$ cat src/rtl/cgra_cfg_pkg.sv
// Shared definitions for the configuration-chain loader.
//
// Contents:
//   cfg_state_t     - loader FSM states (IDLE, FILL, SHIFT, CRC_CHK, DONE)
//   CRC16_POLY      - CRC-16-CCITT polynomial (0x1021)
//   CRC16_INIT      - CRC-16-CCITT initial value (0xFFFF)
//   words_per_chain - number of bitstream words needed to cover a chain
//
// No ports; imported by config_chain_loader and cfg_crc16_serial.

package cgra_cfg_pkg;

    typedef enum logic [2:0] {
        IDLE,
        FILL,
        SHIFT,
        CRC_CHK,
        DONE
    } cfg_state_t;

    localparam logic [15:0] CRC16_POLY = 16'h1021;
    localparam logic [15:0] CRC16_INIT = 16'hFFFF;

    // Rounds up so a partial final word still counts as a whole word.
    function automatic int words_per_chain(input int len, input int w);
        return (len + w - 1) / w;
    endfunction

endpackage

$ cat src/rtl/cfg_crc16_serial.sv
// Bit-serial CRC-16-CCITT, one message bit per enabled clock.
//
// Ports:
//   i_clk    - clock
//   i_reset  - synchronous active-high reset (loads the init value)
//   i_clear  - synchronous restart of the CRC at the init value
//   i_en     - fold i_bit into the CRC on this edge
//   i_bit    - message bit, supplied in transmission order
//   o_crc    - current CRC register value

module cfg_crc16_serial
    import cgra_cfg_pkg::*;
(
    input  logic        i_clk,
    input  logic        i_reset,
    input  logic        i_clear,
    input  logic        i_en,
    input  logic        i_bit,
    output logic [15:0] o_crc
);

    logic [15:0] r_crc;
    logic        w_feedback;

    // MSB-first shift register form: the outgoing MSB mixed with the new
    // bit decides whether the polynomial is folded back in.
    assign w_feedback = r_crc[15] ^ i_bit;

    always_ff @(posedge i_clk) begin
        if (i_reset || i_clear) begin
            r_crc <= CRC16_INIT;
        end else if (i_en) begin
            r_crc <= {r_crc[14:0], 1'b0} ^ (w_feedback ? CRC16_POLY : 16'h0000);
        end
    end

    assign o_crc = r_crc;

endmodule

$ cat src/rtl/config_chain_loader.sv
// Streams a configuration bitstream into the fabric's serial config chain,
// one bit per cycle in which o_chain_shift_en is high. Words arrive on a
// ready/valid stream and are shifted LSB-first, in arrival order. A one-word
// prefetch buffer sits behind the shift register so consecutive words shift
// out without a gap whenever the source keeps up.
//
// Optional feature macro: CONFIG_LOADER_CRC_EN
//   defined   - a CRC-16-CCITT over the shifted bits is checked against the
//               low 16 bits of one extra word taken after the data words
//   undefined - no extra word, o_crc_err tied low, no CRC logic
//
// Ports:
//   i_config_clk     - single clock
//   i_config_reset   - synchronous active-high reset
//   i_start          - one-cycle pulse that begins a load (ignored when busy)
//   i_s_data         - bitstream word
//   i_s_valid        - i_s_data valid
//   o_s_ready        - word accepted this cycle when i_s_valid is high
//   o_chain_data     - bit to the first chain cell (holds when not shifting)
//   o_chain_shift_en - chain advances on this edge; gates the fabric clock
//   o_busy           - load in progress
//   o_done           - one-cycle pulse after the final bit has shifted
//   o_crc_err        - CRC mismatch, held until the next start or reset

module config_chain_loader
    import cgra_cfg_pkg::*;
#(
    parameter int WORD_W    = 32,
    parameter int CHAIN_LEN = 1024
) (
    input  logic              i_config_clk,
    input  logic              i_config_reset,
    input  logic              i_start,
    input  logic [WORD_W-1:0] i_s_data,
    input  logic              i_s_valid,
    output logic              o_s_ready,
    output logic              o_chain_data,
    output logic              o_chain_shift_en,
    output logic              o_busy,
    output logic              o_done,
    output logic              o_crc_err
);

    localparam int CNT_W = $clog2(CHAIN_LEN + 1);
    localparam int NW    = words_per_chain(CHAIN_LEN, WORD_W);
`ifdef CONFIG_LOADER_CRC_EN
    localparam int NW_TOTAL = NW + 1;
`else
    localparam int NW_TOTAL = NW;
`endif
    localparam int WC_W = $clog2(NW_TOTAL + 1);
    localparam int SC_W = $clog2(WORD_W + 1);

    cfg_state_t         r_state;
    cfg_state_t         w_next_state;
    logic [WORD_W-1:0]  r_sr;
    logic [SC_W-1:0]    r_sr_cnt;
    logic [WORD_W-1:0]  r_pb;
    logic               r_pb_full;
    logic [WC_W-1:0]    r_words;
    logic [CNT_W-1:0]   r_bit_cnt;
    logic               r_chain_data;
    logic               r_shift_en;

    logic               w_busy;
    logic               w_data_slot;
    logic               w_s_ready;
    logic               w_accept;
    logic               w_bits_left;
    logic               w_shift;
    logic               w_src_sr;
    logic               w_src_pb;
    logic               w_src_in;
    logic [WORD_W-1:0]  w_shift_word;
    logic               w_bit;

    assign w_busy      = (r_state == FILL) || (r_state == SHIFT) || (r_state == CRC_CHK);
    assign w_bits_left = (r_bit_cnt < CNT_W'(CHAIN_LEN));

    // Data words are only taken while the chain still needs them; the CRC
    // word is held off until every data bit has gone out.
`ifdef CONFIG_LOADER_CRC_EN
    assign w_data_slot = ((r_state != CRC_CHK) && (r_words < WC_W'(NW))) || (r_state == CRC_CHK);
`else
    assign w_data_slot = (r_words < WC_W'(NW));
`endif
    assign w_s_ready = w_busy && !r_pb_full && w_data_slot;
    assign w_accept  = i_s_valid && w_s_ready;

    // State register.
    always_ff @(posedge i_config_clk) begin
        if (i_config_reset) begin
            r_state <= IDLE;
        end else begin
            r_state <= w_next_state;
        end
    end

    // Next-state logic and choice of where the next chain bit comes from.
    // Priority is shift register, then prefetch buffer, then the word being
    // accepted right now, so a refill never costs a cycle.
    always_comb begin
        w_next_state = r_state;
        w_shift      = 1'b0;
        w_src_sr     = 1'b0;
        w_src_pb     = 1'b0;
        w_src_in     = 1'b0;
        case (r_state)
            IDLE: begin
                if (i_start) begin
                    w_next_state = FILL;
                end
            end
            FILL: begin
                if (w_accept) begin
                    w_next_state = SHIFT;
                    w_shift      = 1'b1;
                    w_src_in     = 1'b1;
                end
            end
            SHIFT: begin
                if (!w_bits_left) begin
`ifdef CONFIG_LOADER_CRC_EN
                    w_next_state = CRC_CHK;
`else
                    w_next_state = DONE;
`endif
                end else if (r_sr_cnt != '0) begin
                    w_shift  = 1'b1;
                    w_src_sr = 1'b1;
                end else if (r_pb_full) begin
                    w_shift  = 1'b1;
                    w_src_pb = 1'b1;
                end else if (w_accept) begin
                    w_shift  = 1'b1;
                    w_src_in = 1'b1;
                end
            end
            CRC_CHK: begin
                if (w_accept) begin
                    w_next_state = DONE;
                end
            end
            DONE: begin
                w_next_state = IDLE;
            end
            default: begin
                w_next_state = IDLE;
            end
        endcase
    end

    always_comb begin
        w_shift_word = i_s_data;
        if (w_src_sr) begin
            w_shift_word = r_sr;
        end else if (w_src_pb) begin
            w_shift_word = r_pb;
        end
    end

    assign w_bit = w_shift_word[0];

    // Datapath. The outgoing bit is registered on the same edge that pops it,
    // so a word accepted in cycle k shows its first bit in cycle k+1. Bits
    // left in the final word past CHAIN_LEN are simply never popped.
    always_ff @(posedge i_config_clk) begin
        if (i_config_reset) begin
            r_sr         <= '0;
            r_sr_cnt     <= '0;
            r_pb         <= '0;
            r_pb_full    <= 1'b0;
            r_words      <= '0;
            r_bit_cnt    <= '0;
            r_chain_data <= 1'b0;
            r_shift_en   <= 1'b0;
        end else begin
            r_shift_en <= w_shift;
            if (r_state == IDLE) begin
                r_sr_cnt  <= '0;
                r_pb_full <= 1'b0;
                r_words   <= '0;
                r_bit_cnt <= '0;
            end
            if (w_shift) begin
                r_chain_data <= w_bit;
                r_bit_cnt    <= r_bit_cnt + 1'b1;
                r_sr         <= w_shift_word >> 1;
                if (w_src_sr) begin
                    r_sr_cnt <= r_sr_cnt - 1'b1;
                end else begin
                    r_sr_cnt <= SC_W'(WORD_W - 1);
                end
            end
            if (w_src_pb) begin
                r_pb_full <= 1'b0;
            end
            if (w_accept) begin
                r_words <= r_words + 1'b1;
                if (!w_src_in && (r_state != CRC_CHK)) begin
                    r_pb      <= i_s_data;
                    r_pb_full <= 1'b1;
                end
            end
        end
    end

`ifdef CONFIG_LOADER_CRC_EN
    logic [15:0] w_crc;
    logic        w_crc_clear;
    logic        r_crc_err;

    assign w_crc_clear = (r_state == IDLE) && i_start;

    cfg_crc16_serial u_crc (
        .i_clk   (i_config_clk),
        .i_reset (i_config_reset),
        .i_clear (w_crc_clear),
        .i_en    (w_shift),
        .i_bit   (w_bit),
        .o_crc   (w_crc)
    );

    // The error flag survives DONE and IDLE so software can read it after
    // the load; only a new start or reset clears it.
    always_ff @(posedge i_config_clk) begin
        if (i_config_reset) begin
            r_crc_err <= 1'b0;
        end else if (w_crc_clear) begin
            r_crc_err <= 1'b0;
        end else if ((r_state == CRC_CHK) && w_accept) begin
            r_crc_err <= (i_s_data[15:0] != w_crc);
        end
    end

    assign o_crc_err = r_crc_err;
`else
    assign o_crc_err = 1'b0;
`endif

    assign o_s_ready        = w_s_ready;
    assign o_chain_data     = r_chain_data;
    assign o_chain_shift_en = r_shift_en;
    assign o_busy           = w_busy;
    assign o_done           = (r_state == DONE);

endmodule

$ cat config.mk
export PLATFORM = sky130hd
export DESIGN_NAME = config_chain_loader
export DESIGN_NICKNAME = d
export VERILOG_FILES = /design/src/rtl/cgra_cfg_pkg.sv /design/src/rtl/cfg_crc16_serial.sv /design/src/rtl/config_chain_loader.sv
export SDC_FILE = /design/constraint.sdc
export NUM_CORES = 1
export LEC_CHECK = 0
export CORE_ASPECT_RATIO = 1.4
export CORE_MARGIN = 2
export CORE_UTILIZATION = 45
export CTS_BUF_LIST = sky130_fd_sc_hd__clkbuf_16
export CTS_CLUSTER_SIZE = 40
export DETAILED_ROUTE_END_ITERATION = 16
export GPL_TIMING_DRIVEN = 0
export HOLD_SLACK_MARGIN = 0.15
export PLACE_DENSITY = 0.76
export SLEW_MARGIN = 40
export SYNTH_ARGS = -nofsm -noshare
export SYNTH_HDL_FRONTEND = slang
export SYNTH_HIERARCHICAL = 1
export SYNTH_SLANG_ARGS = --single-unit
$ cat constraint.sdc
create_clock -name i_config_clk -period 2.88 [get_ports i_config_clk]
set_input_delay 0.576 -clock i_config_clk [delete_from_list [all_inputs] [get_ports i_config_clk]]
set_output_delay 0.576 -clock i_config_clk [all_outputs]
set_load 0.1 [all_outputs]
# After elaboration in Yosys (flattened, before gate mapping)
# Cells that the tools add are included.
[word_totals]
regBits = 92
[classes]
add_sub_neg = 3
n_lt_le_gt_ge = 2
n_eq_ne = 9
n_mux = 33
reduce_logical = 14
[ops]
columns = ["cell", "count"]
rows = [
  ["two-way mux 32 bit", 2],
  ["two-way mux 6 bit", 4],
  ["two-way mux 11 bit", 2],
  ["two-way mux 1 bit", 18],
  ["two-way mux 3 bit", 4],
  ["one-hot mux 3 bit (4 select lines)", 1],
  ["adder 11 x 1 -> 11 bit, second input constant", 1],
  ["less-than comparator 11 bit, second input constant", 1],
  ["inequality test 2 bit, second input constant", 4],
  ["adder 6 x 1 -> 6 bit, second input constant", 1],
  ["== test 3 x 2 -> 1 bit, second input constant", 2],
  ["less-than comparator 6 bit, second input constant", 1],
  ["nonzero test 6 bit", 1],
  ["subtractor 6 x 1 -> 6 bit, second input constant", 1],
  ["logical AND 1 bit", 4],
  ["one-hot mux 1 bit (2 select lines)", 2],
  ["AND reduction 4 bit", 1],
  ["nonzero test 2 bit", 2],
  ["== test 3 x 1 -> 1 bit, second input constant", 1],
  ["== test 3 bit, second input constant", 1],
  ["zero test 3 bit", 1],
  ["inequality test 3 x 2 -> 1 bit, second input constant", 1],
  ["zero test 1 bit", 2],
  ["logical OR 1 bit", 2],
  ["AND reduction 2 bit", 1],
]

# Logic depth before layout (Yosys ltp)
# Gate-level depths: netlist of the first run.
[depth]
ltp_word = 15
ltp_mapped = 9
ltp_nobuf = 7

# Least setup slack after synthesis of the first run
# No wires, ideal clock.
[synth_timing]
path_type = "register to output"
start = "register r_state[2]"
end = "output o_s_ready"
arrival_time_ns = 2.572
slack_ns = -0.268
path_stages_with_launch = 3
path_buffers = 0
cell_sequence = "dfxtp_1 o21bai_1 nor3_1"
[synth_between]
elab_chain_len = 5
[synth_lines]
columns = ["element", "line_no", "source"]
rows = [
  ["from (decl)", "config_chain_loader.sv:54", "cfg_state_t r_state;"],
  ["from (signal assigned)", "config_chain_loader.sv:95", "r_state <= w_next_state;"],
  ["== test 3 x 1 -> 1 bit or == test 3 x 2 -> 1 bit (tied branches)", "config_chain_loader.sv:77", "assign w_busy = (r_state == FILL) || (r_state == SHIFT) || (r_state == CRC_CHK);"],
  ["logical OR 1 bit", "config_chain_loader.sv:77", ""],
  ["logical OR 1 bit (*)", "config_chain_loader.sv:77", ""],
  ["logical AND 1 bit (*) (2 in a row)", "config_chain_loader.sv:87", "assign w_s_ready = w_busy && !r_pb_full && w_data_slot;"],
  ["to (decl)", "config_chain_loader.sv:36", "output logic o_s_ready,"],
]
# Mark *: on every way between the ends. The rest lies on a longest branch, timed or not.

# Worst setup path in the final report of the first run
[layout_timing]
start = "input i_s_valid"
end = "register r_sr_cnt[4]"
[layout_between]
elab_chain_len = 7
[layout_lines]
columns = ["element", "line_no", "source"]
rows = [
  ["from (decl)", "config_chain_loader.sv:35", "input logic i_s_valid,"],
  ["logical AND 1 bit (*)", "config_chain_loader.sv:88", "assign w_accept = i_s_valid && w_s_ready;"],
  ["two-way mux 1 bit (*)", "config_chain_loader.sv:115, config_chain_loader.sv:134", ""],
  ["two-way mux 1 bit", "config_chain_loader.sv:131", "end else if (r_pb_full) begin"],
  ["two-way mux 1 bit", "config_chain_loader.sv:128", "end else if (r_sr_cnt != '0) begin"],
  ["two-way mux 1 bit", "config_chain_loader.sv:122", "if (!w_bits_left) begin"],
  ["one-hot mux 1 bit (2 select lines) (*)", "config_chain_loader.sv:108", "case (r_state)"],
  ["two-way mux 6 bit or nonzero test 2 bit (tied branches)", "--", ""],
  ["to (signal assigned)", "config_chain_loader.sv:190", "r_sr_cnt <= r_sr_cnt - 1'b1;"],
  ["to (signal assigned)", "config_chain_loader.sv:192", "r_sr_cnt <= SC_W'(WORD_W - 1);"],
  ["to (decl)", "config_chain_loader.sv:57", "logic [SC_W-1:0] r_sr_cnt;"],
]
# Marked as above.
# A chain may end at the register's enable or synchronous reset.

==> results of run 1 <==
[repair_timing]
action / CTS / global route
endpoints found under the hold margin: 0 / 0
setup endpoints to repair: 0 / 6
resized for setup: 0 / 1
[flip-flops by register name, indices dropped and copies added (netlist names)]
| register | flops |
|---|---|
| r_sr | 31 |
| r_sr_cnt | 6 |
| o_chain_shift_en | 1 |
| r_bit_cnt | 11 |
| r_pb | 32 |
| o_chain_data | 1 |
| r_state | 3 |
| r_pb_full | 1 |
| r_words | 6 |
[report_power, final]
| part | total (mW) | leakage, nW | switching [mW] | internal [mW] |
|---|---|---|---|---|
| clock network | 1.20 | 0.151 | 0.463 | 0.741 |
| logic | 1.55 | 0.923 | 1.05 | 0.504 |
| registers | 1.63 | 0.748 | 0.138 | 1.49 |
| total | 4.38 | 1.82 | 1.65 | 2.73 |
[layout by cell type, fill, tap and decap left out, types with 4 or more instances in the layout]
cell,Yosys,routed
a211oi_1,8,8
a21oi_1,51,51
a221oi_1,31,31
a22o_1,32,32
buf_2,18,23
clkbuf_1,24,24
clkbuf_16,0,9
clkdlybuf4s50_1,0,35
dfxtp_1,92,92
inv_1,5,7
nand2_1,73,73
nand2b_1,4,4
nand3_1,10,10
nor2_1,48,48
nor3_1,38,37
nor4b_1,6,5
o21ai_0,6,6
or3_1,5,5
or4_1,4,4
[worst min-delay path, delay by kind of cell, from the launching register on]
family	cells	cell delay (ns)
flops	1	0.31
simple gates	1	0.05
compound gates	1	0.05
[area by class of cell]
type,count,share of cell area (%)
buffer,47,4.45
clock buffer,9,4.45
clock inverter,5,1.41
inverter,5,0.371
multi-input combinational,365,42.9
sequential,92,36.4
tap,107,2.65
timing repair buffer,40,7.42
[layer usage]
metal  track usage, %  part of all wire [%]  up-vias
li1                 -                     -     1970
met1             25.9                    40     1926
met2             39.8                    52      159
met3             3.67                   5.9       26
met4             9.72                   2.8        0
met5                0                     0        -
[cells in the mapped netlist (3+ instances only)]
cell / n / area (um^2)
a211oi_1: 8 / 60.1
a21oi_1: 51 / 255
a221oi_1: 31 / 272
a22o_1: 32 / 280
buf_2: 18 / 90.1
buf_6: 3 / 33.8
clkbuf_1: 24 / 90.1
dfxtp_1: 92 / 1840
ha_1: 3 / 37.5
inv_1: 5 / 18.8
nand2_1: 73 / 274
nand2b_1: 4 / 25.0
nand3_1: 10 / 50.1
nand3b_1: 3 / 22.5
nor2_1: 48 / 180
nor3_1: 38 / 190
nor4b_1: 6 / 52.6
o211ai_1: 3 / 22.5
o21ai_0: 6 / 30.0
or3_1: 5 / 31.3
or4_1: 4 / 30.0
[final timing paths]
kind	startpoint	to
worst max-delay path	i_s_valid	r_sr_cnt[4]
worst min-delay path	r_pb[7]	r_pb[7]
worst max register to register	r_state[1]	r_sr[23]
worst min register to register	r_pb[7]	r_pb[7]
[stage by stage]
| stage | power [mW] | cell area, um^2 | utilization (%) |
|---|---|---|---|
| after floorplan | 2.75 | 4250 | - |
| after global placement | 3.12 | 4780 | 52.7 |
| after detailed placement | 3.16 | 4760 | 52.4 |
| after CTS | 4.36 | 5050 | 55.7 |
| after global routing | 4.61 | 5060 | 55.7 |
| final | 4.38 | 5060 | 55.7 |
[cells by family (layout without fill, tap and decap cells)]
kind of cell    count (synthesis)  count (layout)  share of synthesized area [%]
simple gates                  208             208                           23.8
compound gates                151             151                           25.6
flops                          92              92                           43.4
buf+inv                        52             106                           5.75
fa+ha+maj                       3               3                          0.885
xor+xnor                        2               2                          0.413
other cells                     1               1                         0.0884
==> run metrics, run 1 <==
#FFs+latches synth=92; share of layout cells above drive strength 1=8.88%; Via Count=4081; critical path required time=3.09 ns; endpoints failing setup=0; total core area=9080 um^2; Worst Setup Start Kind=primary input; top_reg_cell synth=dfxtp_1; Syn Inst Count=509; DP HPWL=7820 um; Avg Synthesized Cell Area=8.34 um^2; most used cell, CP=a21oi_1; DRT antenna net count=0; CTS tree=done; Leak=1.82 nW; global route total overflow=0; CP top delay family=buffers and inverters; CTS Hold Bufs=0; CTS sink cnt=92; Worst Path Max Fanout=10; Max Transition Viols Final=0; RSZ-0062 raised after global routing=no; Critical Path Sink Type=flop; DR iter-0 viols=416; Cell Count, Final, Fillers Out=670; hold path depth=2; Post-Syn Area=4240 um^2; Root Driver=clkbuf_16; Die Area=10200 um^2; status=finished clean; Setup TNS Final=0 ns; FFs w/ async S/R, synth=0%; max-cap viol count=0; drt first pass iters=5; stages on the worst setup path=8; clock skew=0.00991 ns; Synth cell types=53; Initial Util=46.7%; Syn Nets=548; vias per cell=6.09; drc violations=0; CP max stage delay=0.44 ns; PwrDens=866 nW/um^2; I/O pins=42; Layout area overhead=19.3%; CP max stage cell=clkdlybuf4s50_1; Multi-input gate area=2170 um^2; DIE WIDTH=86.1 um; H-tree levels=3; sequential-to-total area share from yosys stat=43.4%; number of synthesized flops with an enable pin=0; number of global-route vias before repair=3874; Post-CTS Setup Inserts=0; Routed WL per cell=16.9 um; VDD IR max=329 uV; Tot GR Track Use=22.4%; Final Hold Viols=0; placed cell count=656; WHS=0.454 ns; Clock Latency Late Sink=0.34 ns; crit path DAT=2.81 ns; yosys warns=6; Hold/Removal Path Class=reg2reg; Max Buffers Root-to-Sink=2; worst setup margin=0.277 ns; WS Path Type=in2reg; pre-CTS setup slack=-0.0583 ns; initial antenna violation count=0; largest net degree at the start of global routing=14; # rows=41; first-pass GRT wire length=18500 um; FMAX=0.384 GHz; Tightest Pin Transition=0.654 ns; # nets final=599; r2r setup slk=0.35 ns; clk slew on worst S/H paths=0.07 ns; Seq. cell area=1840 um^2; Period Utilization, post-route=90.4%; count of input and output buffers=40; crit path time final=2.60 ns; CP Buf/Inv Count=3; Die H=119 um; cts bufs inserted=9; Ant. Diodes=0; FILL cells=831; Worst Reg-to-Reg Cells=6; Post-Route WL=11300 um; RePlAce Congestion=0.820; Max-slew headroom=56.0%; critical path, cell by cell=clkdlybuf4s50_1, or3b_1, buf_2, nor4b_4, a21oi_1, clkbuf_1, o311ai_0, a21oi_1
(Power assumes the default switching activity.)
==> run 2, diff against run 1 <==
--- a/config.mk
+++ b/config.mk
@@ -5,15 +5,16 @@
 export SDC_FILE = /design/constraint.sdc
 export NUM_CORES = 1
 export LEC_CHECK = 0
+export ABC_AREA = 1
 export CORE_ASPECT_RATIO = 1.4
 export CORE_MARGIN = 2
 export CORE_UTILIZATION = 45
 export CTS_BUF_LIST = sky130_fd_sc_hd__clkbuf_16
-export CTS_CLUSTER_SIZE = 40
+export CTS_CLUSTER_SIZE = 24
 export DETAILED_ROUTE_END_ITERATION = 16
 export GPL_TIMING_DRIVEN = 0
 export HOLD_SLACK_MARGIN = 0.15
-export PLACE_DENSITY = 0.76
+export PLACE_DENSITY = 0.75
 export SLEW_MARGIN = 40
 export SYNTH_ARGS = -nofsm -noshare
 export SYNTH_HDL_FRONTEND = slang
==> run 2 against run 1 <==
Area after synthesis increased by 19%. Final cell count rose by 51%. Critical path depth is 4 lower. Register-to-register slack improved by 0.60 ns. Global-route usage down 0.31 points. Worst hold slack gained 0.0022 ns. Clock power is essentially flat. First-iteration DRC count shrank 27%. Sequential power is 10% lower. Fmax increased by 12%. Wire length is 12% higher. Synthesized cell count is 60% higher. Critical endpoint is now o_s_ready.
==> run metrics, run 2 <==
Post-synth top cells=nand2_1 (205), inv_1 (116), nor2_1 (113) (was dfxtp_1 (92), nand2_1 (73), a21oi_1 (51)); Cell Int Power=2.39 mW (was 2.73 mW); Die H=130 um (was 119 um); cts bufs inserted=9 (unchanged); sequential fraction of design power=40.0% (was 37.1%); Largest register FFs=32 (unchanged); clk slew on worst S/H paths=0.06 ns (was 0.07 ns); crit path DAT=1.74 ns (was 2.81 ns); Tightest Pin Transition=0.560 ns (was 0.654 ns); CP max stage cell=buf_2 (was clkdlybuf4s50_1); top-count cell post-synth=nand2_1 (was dfxtp_1); Leak=2.68 nW (was 1.82 nW); #FFs+latches synth=92 (unchanged); RePlAce Congestion=0.861 (was 0.820); DP HPWL=8820 um (was 7820 um); M2 GR Usage=38.9% (was 39.8%); DRT antenna net count=0 (unchanged); Ant. Diodes=0 (unchanged); Top reg by flops=r_pb (unchanged); adder-cell share of the synthesized area=0.741% (was 0.884%); Critical Path Sink Type=output pin (was flop); top cell type's share of synthesized area=36.3% (was 43.4%); most frequent cells in the layout=nand2_1 (205), inv_1 (118), nor2_1 (113), dfxtp_1 (92), nand3_1 (71) (was dfxtp_1 (92), nand2_1 (73), a21oi_1 (51), nor2_1 (48), nor3_1 (37)); Gate power share=27.9% (was 35.4%); number of synthesized flops with an enable pin=0 (unchanged); # nets final=905 (was 599); DR iter-0 viols=305 (was 416); Hold/Removal Path Class=reg2reg (unchanged); sequential-to-total area share from yosys stat=36.3% (was 43.4%); clock power share=32.1% (was 27.5%); FMAX=0.432 GHz (was 0.384 GHz); most used cell, CP=buf_2 (was a21oi_1); crit path from=r_pb_full (was i_s_valid); FFs w/ async S/R, synth=0% (unchanged); number of global-route vias before repair=4728 (was 3874); Avg Synthesized Cell Area=6.22 um^2 (was 8.34 um^2); reg2reg start=r_sr_cnt[0] (was r_state[1]); Syn Inst Count=815 (was 509); most common cell after layout, fill and taps aside=nand2_1 (was dfxtp_1); drt first pass iters=5 (unchanged); Syn Nets=854 (was 548); vias per cell=4.93 (was 6.09); multiplexer share of the synthesized area=0% (unchanged); initial antenna violation count=0 (unchanged); switch share=34.7% (was 37.6%); Die Area=12100 um^2 (was 10200 um^2); count of input and output buffers=40 (unchanged); post-synthesis xor/xnor area fraction=0.346% (was 0.413%); Worst Path Max Fanout=10 (unchanged); critical path required time=2.30 ns (was 3.09 ns); largest family of logic cells by synthesized area=simple AND/OR/NAND/NOR gates (was compound AO/OA/AOI/OAI gates); Period Utilization, post-route=80.4% (was 90.4%); drc violations=0 (unchanged); CTS tree=done (unchanged); top_reg_cell synth=dfxtp_1 (unchanged); switching pwr=1.27 mW (was 1.65 mW); Initial Util=46.4% (was 46.7%); CP max stage delay=0.44 ns (about the same); Final Hold Viols=0 (unchanged); Simple-Gate Fraction of Synth Area=37.2% (was 23.9%); Routed WL per cell=12.5 um (was 16.9 um); Max-slew headroom=62.6% (was 56.0%); Worst Setup Start Kind=flop (was primary input); Final Util=54.1% (was 55.7%); Tot Pwr=3.66 mW (was 4.38 mW); Resize count post-CTS=0 (unchanged); Clock Latency Late Sink=0.35 ns (was 0.34 ns); Max Transition Viols Final=0 (unchanged); PwrDens=619 nW/um^2 (was 866 nW/um^2); Post-Route WL=12700 um (was 11300 um); Post-Syn Area=5070 um^2 (was 4240 um^2); # rows=45 (was 41); CTS Hold Bufs=0 (unchanged); total core area=10900 um^2 (was 9080 um^2); CP Buf/Inv Count=3 (unchanged); Post-CTS Setup Inserts=0 (unchanged); status=finished clean (unchanged); global route hottest layer=met2 (unchanged); CP top delay family=buffers and inverters (unchanged); Root Driver=clkbuf_16 (unchanged); Layout area overhead=16.6% (was 19.3%); critical path, cell by cell=buf_2, clkbuf_1, nor3_2, buf_2 (was clkdlybuf4s50_1, or3b_1, buf_2, nor4b_4, a21oi_1, clkbuf_1, o311ai_0, a21oi_1); max-cap viol count=0 (unchanged); clock skew=0.00936 ns (was 0.00991 ns); yosys warns=6 (unchanged); area leader, netlist=dfxtp_1 (unchanged); VDD IR max=535 uV (was 329 uV); global route total overflow=0 (unchanged); met1 global-route usage=27.2% (was 25.9%); Largest regs=r_pb: 32 flops, r_sr: 31 flops, r_bit_cnt: 11 flops (unchanged); complex-gate fraction of the synthesized area=10.1% (was 25.6%); Synth area leaders=dfxtp_1 (36%), nand2_1 (15%), inv_1 (8.6%) (was dfxtp_1 (43%), a22o_1 (6.6%), nand2_1 (6.5%)); Synth cell types=31 (was 53); CTS sink cnt=92 (unchanged); share of layout cells above drive strength 1=8.50% (was 8.88%); H-tree levels=3 (unchanged); crit path time final=2.32 ns (was 2.60 ns); Tot GR Track Use=22.1% (was 22.4%); met3 Track Usage GR=4.13% (was 3.67%); largest net degree at the start of global routing=15 (was 14); Via Count=4986 (was 4081); Hold Path Origin=r_pb[28] (was r_pb[7]); RSZ-0062 raised after global routing=no (unchanged); Setup TNS Final=0 ns (unchanged); endpoints failing setup=0 (unchanged); I/O pins=42 (unchanged); WS Path Type=reg2out (was in2reg); first-pass GRT wire length=21700 um (was 18500 um); DIE WIDTH=93.7 um (was 86.1 um); Max Buffers Root-to-Sink=2 (unchanged)
run 2: metal layers:
| metal | wire, um | vias to the layer above |
|---|---|---|
| met5 | 0 | - |
| met4 | 132 | 0 |
| met3 | 615 | 9 |
| met2 | 6280 | 110 |
| met1 | 5670 | 2214 |
| li1 | - | 2653 |
run 2: worst register-to-register path, cell delays in order, from the launching register on:
cell	delay, ns
dfxtp_1	0.32
inv_1	0.08
ha_1	0.21
nand2_1	0.11
nor2_2	0.30
nand3_1	0.22
buf_2	0.25
nand2_1	0.08
nand2_1	0.04
nor2_1	0.12
nor2_1	0.05
nor2_1	0.08
run 2: per-stage QoR:
step | instances | instance area [um^2] | hold slack [ns] | setup slack, ns
2_1_floorplan | 815 | 5070 | 0.430 | 0.449
3_3_place_gp | 996 | 5650 | 0.442 | 0.218
3_5_place_dp | 996 | 5630 | 0.448 | 0.710
4_1_cts | 1012 | 5910 | 0.457 | 0.550
5_1_grt | 1012 | 5910 | 0.475 | 0.471
6_report | 1012 | 5910 | 0.456 | 0.564
run 2: final cells by class:
class,count,area [um^2]
fillers,1128,5010
multi-input cells,547,2460
flip-flops and latches,92,1840
inverters,122,458
repair buffers,40,375
plain buffers,54,310
clock buffers,9,225
well taps,141,176
clock inverters,7,60.1
run 2: power by group through the flow:
stage,Combinational [mW],Clock (mW),Sequential [mW]
CTS,1.02,1.19,1.46
floorplan,0.732,0,1.50
global route,1.14,1.24,1.48
finish,1.02,1.17,1.46
detailed placement,1.01,0,1.49
global placement,1.02,0,1.49
run 2: cells by family (layout without fill, tap and decap cells):
group                      Yosys count  count (layout)
adders and majority gates            3               3
buffers and inverters              176             232
and+or+nand+nor                    440             440
DFF                                 92              92
other                                1               1
AOI/OAI and AO/OA                  101             101
xor gates and xnor gates             2               2
run 2: worst paths after layout:
check | to | slack, ns | cells after the start
max reg2reg | r_sr[10] | 0.95 | 11
min reg2reg | r_pb[28] | 0.46 | 2
min | r_pb[28] | 0.46 | 2
max | o_s_ready | 0.56 | 4
==> run 3, diff against run 2 <==
--- a/config.mk
+++ b/config.mk
@@ -14,7 +14,7 @@
 export DETAILED_ROUTE_END_ITERATION = 16
 export GPL_TIMING_DRIVEN = 0
 export HOLD_SLACK_MARGIN = 0.15
-export PLACE_DENSITY = 0.75
+export PLACE_DENSITY = 0.78
 export SLEW_MARGIN = 40
 export SYNTH_ARGS = -nofsm -noshare
 export SYNTH_HDL_FRONTEND = slang
==> constraint.sdc (replaced) <==
create_clock -name i_config_clk -period 2.1 [get_ports i_config_clk]
set_input_delay 0.42 -clock i_config_clk [delete_from_list [all_inputs] [get_ports i_config_clk]]
set_output_delay 0.42 -clock i_config_clk [all_outputs]
set_load 0.1 [all_outputs]
==> run 3 against run 2 <==
Clock power up 23%. Clock skew is 0.0030 ns lower. Flip-flop and latch count is the same. Total power rose by 33%. Critical path depth unchanged. First-iteration DRC count decreased by 21%. Clock-buffer cell count is the same. Worst hold slack lost 0.0021 ns. Non-clock buffer count stayed put. Sequential share of layout area rose by 0.13 points. Largest cell class unchanged. Largest power group unchanged.
==> run metrics, run 3 (same netlist as run 2, synthesis figures left out) <==
status=finished clean (unchanged); Largest register FFs=32 (unchanged); placed inst area=5630 um^2 (about the same); CP top delay family=buffers and inverters (unchanged); Worst Setup Start Kind=flop (unchanged); # rows=45 (unchanged); cts bufs inserted=9 (unchanged); placed cell count=996 (unchanged); FILL cells=1116 (was 1128); total core area=10900 um^2 (unchanged); Worst Path Max Fanout=10 (unchanged); Ant. Diodes=0 (unchanged); number of global-route vias before repair=4782 (was 4728); switching pwr=1.71 mW (was 1.27 mW); DIE WIDTH=93.7 um (unchanged); # nets final=905 (unchanged); Die Area=12100 um^2 (unchanged); RSZ-0062 raised after global routing=no (unchanged); max-cap viol count=0 (unchanged); DP HPWL=8800 um (was 8820 um); Cell Int Power=3.15 mW (was 2.39 mW); count of input and output buffers=40 (unchanged); Hold/Removal Path Class=reg2reg (unchanged); VDD IR max=745 uV (was 535 uV); most common cell after layout, fill and taps aside=nand2_1 (unchanged); Post-CTS Setup Inserts=0 (unchanged); first-pass GRT wire length=21400 um (was 21700 um); PwrDens=826 nW/um^2 (was 619 nW/um^2); crit path time final=1.97 ns; crit path DAT=1.55 ns (was 1.74 ns); WS Path Type=reg2out (unchanged); drt first pass iters=5 (unchanged); Gate power share=29.0% (was 27.9%); Largest regs=r_pb: 32 flops, r_sr: 31 flops, r_bit_cnt: 11 flops (unchanged); Tot GR Track Use=21.8% (was 22.1%); Cell Count, Final, Fillers Out=1010 (was 1012); Post-Route WL=12600 um (was 12700 um); CTS sink cnt=92 (unchanged); critical path required time=1.68 ns (was 2.30 ns); CP max stage delay=0.30 ns (was 0.44 ns); largest net degree at the start of global routing=14 (was 15); Top reg by flops=r_pb (unchanged); endpoints failing setup=0 (unchanged); initial antenna violation count=0 (unchanged); clock skew=0.00641 ns (was 0.00936 ns); FMAX=0.508 GHz; Max Transition Viols Final=0 (unchanged); CP Buf/Inv Count=3 (unchanged); Routed WL per cell=12.5 um (about the same); share of layout cells above drive strength 1=8.40% (was 8.50%); CTS Hold Bufs=0 (unchanged); Leak=2.65 nW (was 2.68 nW); Final Hold Viols=0 (unchanged); DRT antenna net count=0 (unchanged); most frequent cells in the layout=nand2_1 (205), inv_1 (117), nor2_1 (112), dfxtp_1 (92), nand3_1 (71) (was nand2_1 (205), inv_1 (118), nor2_1 (113), dfxtp_1 (92), nand3_1 (71)); Layout area overhead=16.1% (was 16.6%); CTS tree=done (unchanged); RePlAce Congestion=0.865 (was 0.861); Critical Path Sink Type=output pin (unchanged); Root Driver=clkbuf_16 (unchanged); H-tree levels=3 (unchanged); DR iter-0 viols=242 (was 305); Die H=130 um (unchanged); Seq. cell area=1840 um^2 (unchanged); critical path, cell by cell=buf_2, clkbuf_2, nor3_4, buf_4 (was buf_2, clkbuf_1, nor3_2, buf_2); Tot Pwr=4.86 mW (was 3.66 mW); Max Buffers Root-to-Sink=2 (unchanged); stages on the worst setup path=4 (unchanged); Period Utilization, post-route=93.8%; hold path depth=2 (unchanged); clk slew on worst S/H paths=0.06 ns (about the same); Clock Latency Late Sink=0.35 ns (about the same); Worst Reg-to-Reg Cells=11 (unchanged); switch share=35.2% (was 34.7%); clock power share=29.7% (was 32.1%); I/O pins=42 (unchanged); Initial Util=46.4% (unchanged); sequential fraction of design power=41.3% (was 40.0%); fin area=5890 um^2 (was 5910 um^2); global route total overflow=0 (unchanged); CP max stage cell=buf_4 (was buf_2); Max-slew headroom=63.8% (was 62.6%); Multi-input gate area=2470 um^2 (was 2460 um^2); Via Count=5051 (was 4986); Tightest Pin Transition=0.542 ns (was 0.560 ns); drc violations=0 (unchanged); vias per cell=5.00 (was 4.93)
==> run 3: final timing paths <==
kind / start / slack [ns] / to
min: r_pb[28] / 0.45 / r_pb[28]
max reg2reg: r_sr_cnt[0] / 0.20 / r_sr[16]
max: r_pb_full / 0.13 / o_s_ready
min reg2reg: r_pb[28] / 0.45 / r_pb[28]
==> run 3: power groups by stage <==
stage / Clock (mW) / Combinational (mW) / Sequential [mW]
6_report: 1.44 / 1.41 / 2.01
3_3_place_gp: 0 / 1.39 / 2.04
4_1_cts: 1.46 / 1.40 / 2.01
2_1_floorplan: 0 / 1.01 / 2.05
5_1_grt: 1.55 / 1.56 / 2.03
3_5_place_dp: 0 / 1.39 / 2.05
==> run 3: worst reg2reg max path: stages (launching register included) <==
cell and delay (ns):
dfxtp_1 0.32, inv_1 0.07, ha_1 0.22, nand2_1 0.11, nor2_2 0.31, nand3_1 0.21
buf_2 0.25, nand2_1 0.08, nand2_1 0.05, nor2_1 0.10, nor2_1 0.06, nor2_1 0.08
==> run 3: what timing repair did <==
item | in CTS | in global routing
gates cloned | 0 | 0
resized for setup | 1 | 2
endpoints found under the setup margin | 1 | 1
==> run 3: routing by layer <==
metal | wire (um) | part of all wire, % | track usage [%] | vias up
met4 | 310 | 2.5 | 8.95 | 0
met3 | 593 | 4.7 | 4.07 | 27
met1 | 5430 | 43 | 25.5 | 2253
met2 | 6260 | 50 | 38.9 | 116
met5 | 0 | 0 | 0 | -
li1 | - | - | - | 2655
==> run 3: layout make-up <==
class	instances	share of cell area [%]
clock buffers	9	3.83
flip-flops and latches	92	31.3
repair buffers	40	6.42
plain buffers	54	5.29
clock inverters	5	0.383
multi-input cells	547	42.0
well taps	141	3.00
inverters	122	7.78
==> run 3: stage by stage <==
stage          utilization, %  setup slack [ns]  TNS [ns]  hold slack (ns)
2_1_floorplan               -             0.220         0            0.430
6_report                 53.9             0.131         0            0.454
4_1_cts                  53.9            0.0278         0            0.458
3_3_place_gp             51.8            -0.424    -0.588            0.439
5_1_grt                  53.9            0.0539         0            0.473
3_5_place_dp             51.6            0.0815         0            0.448
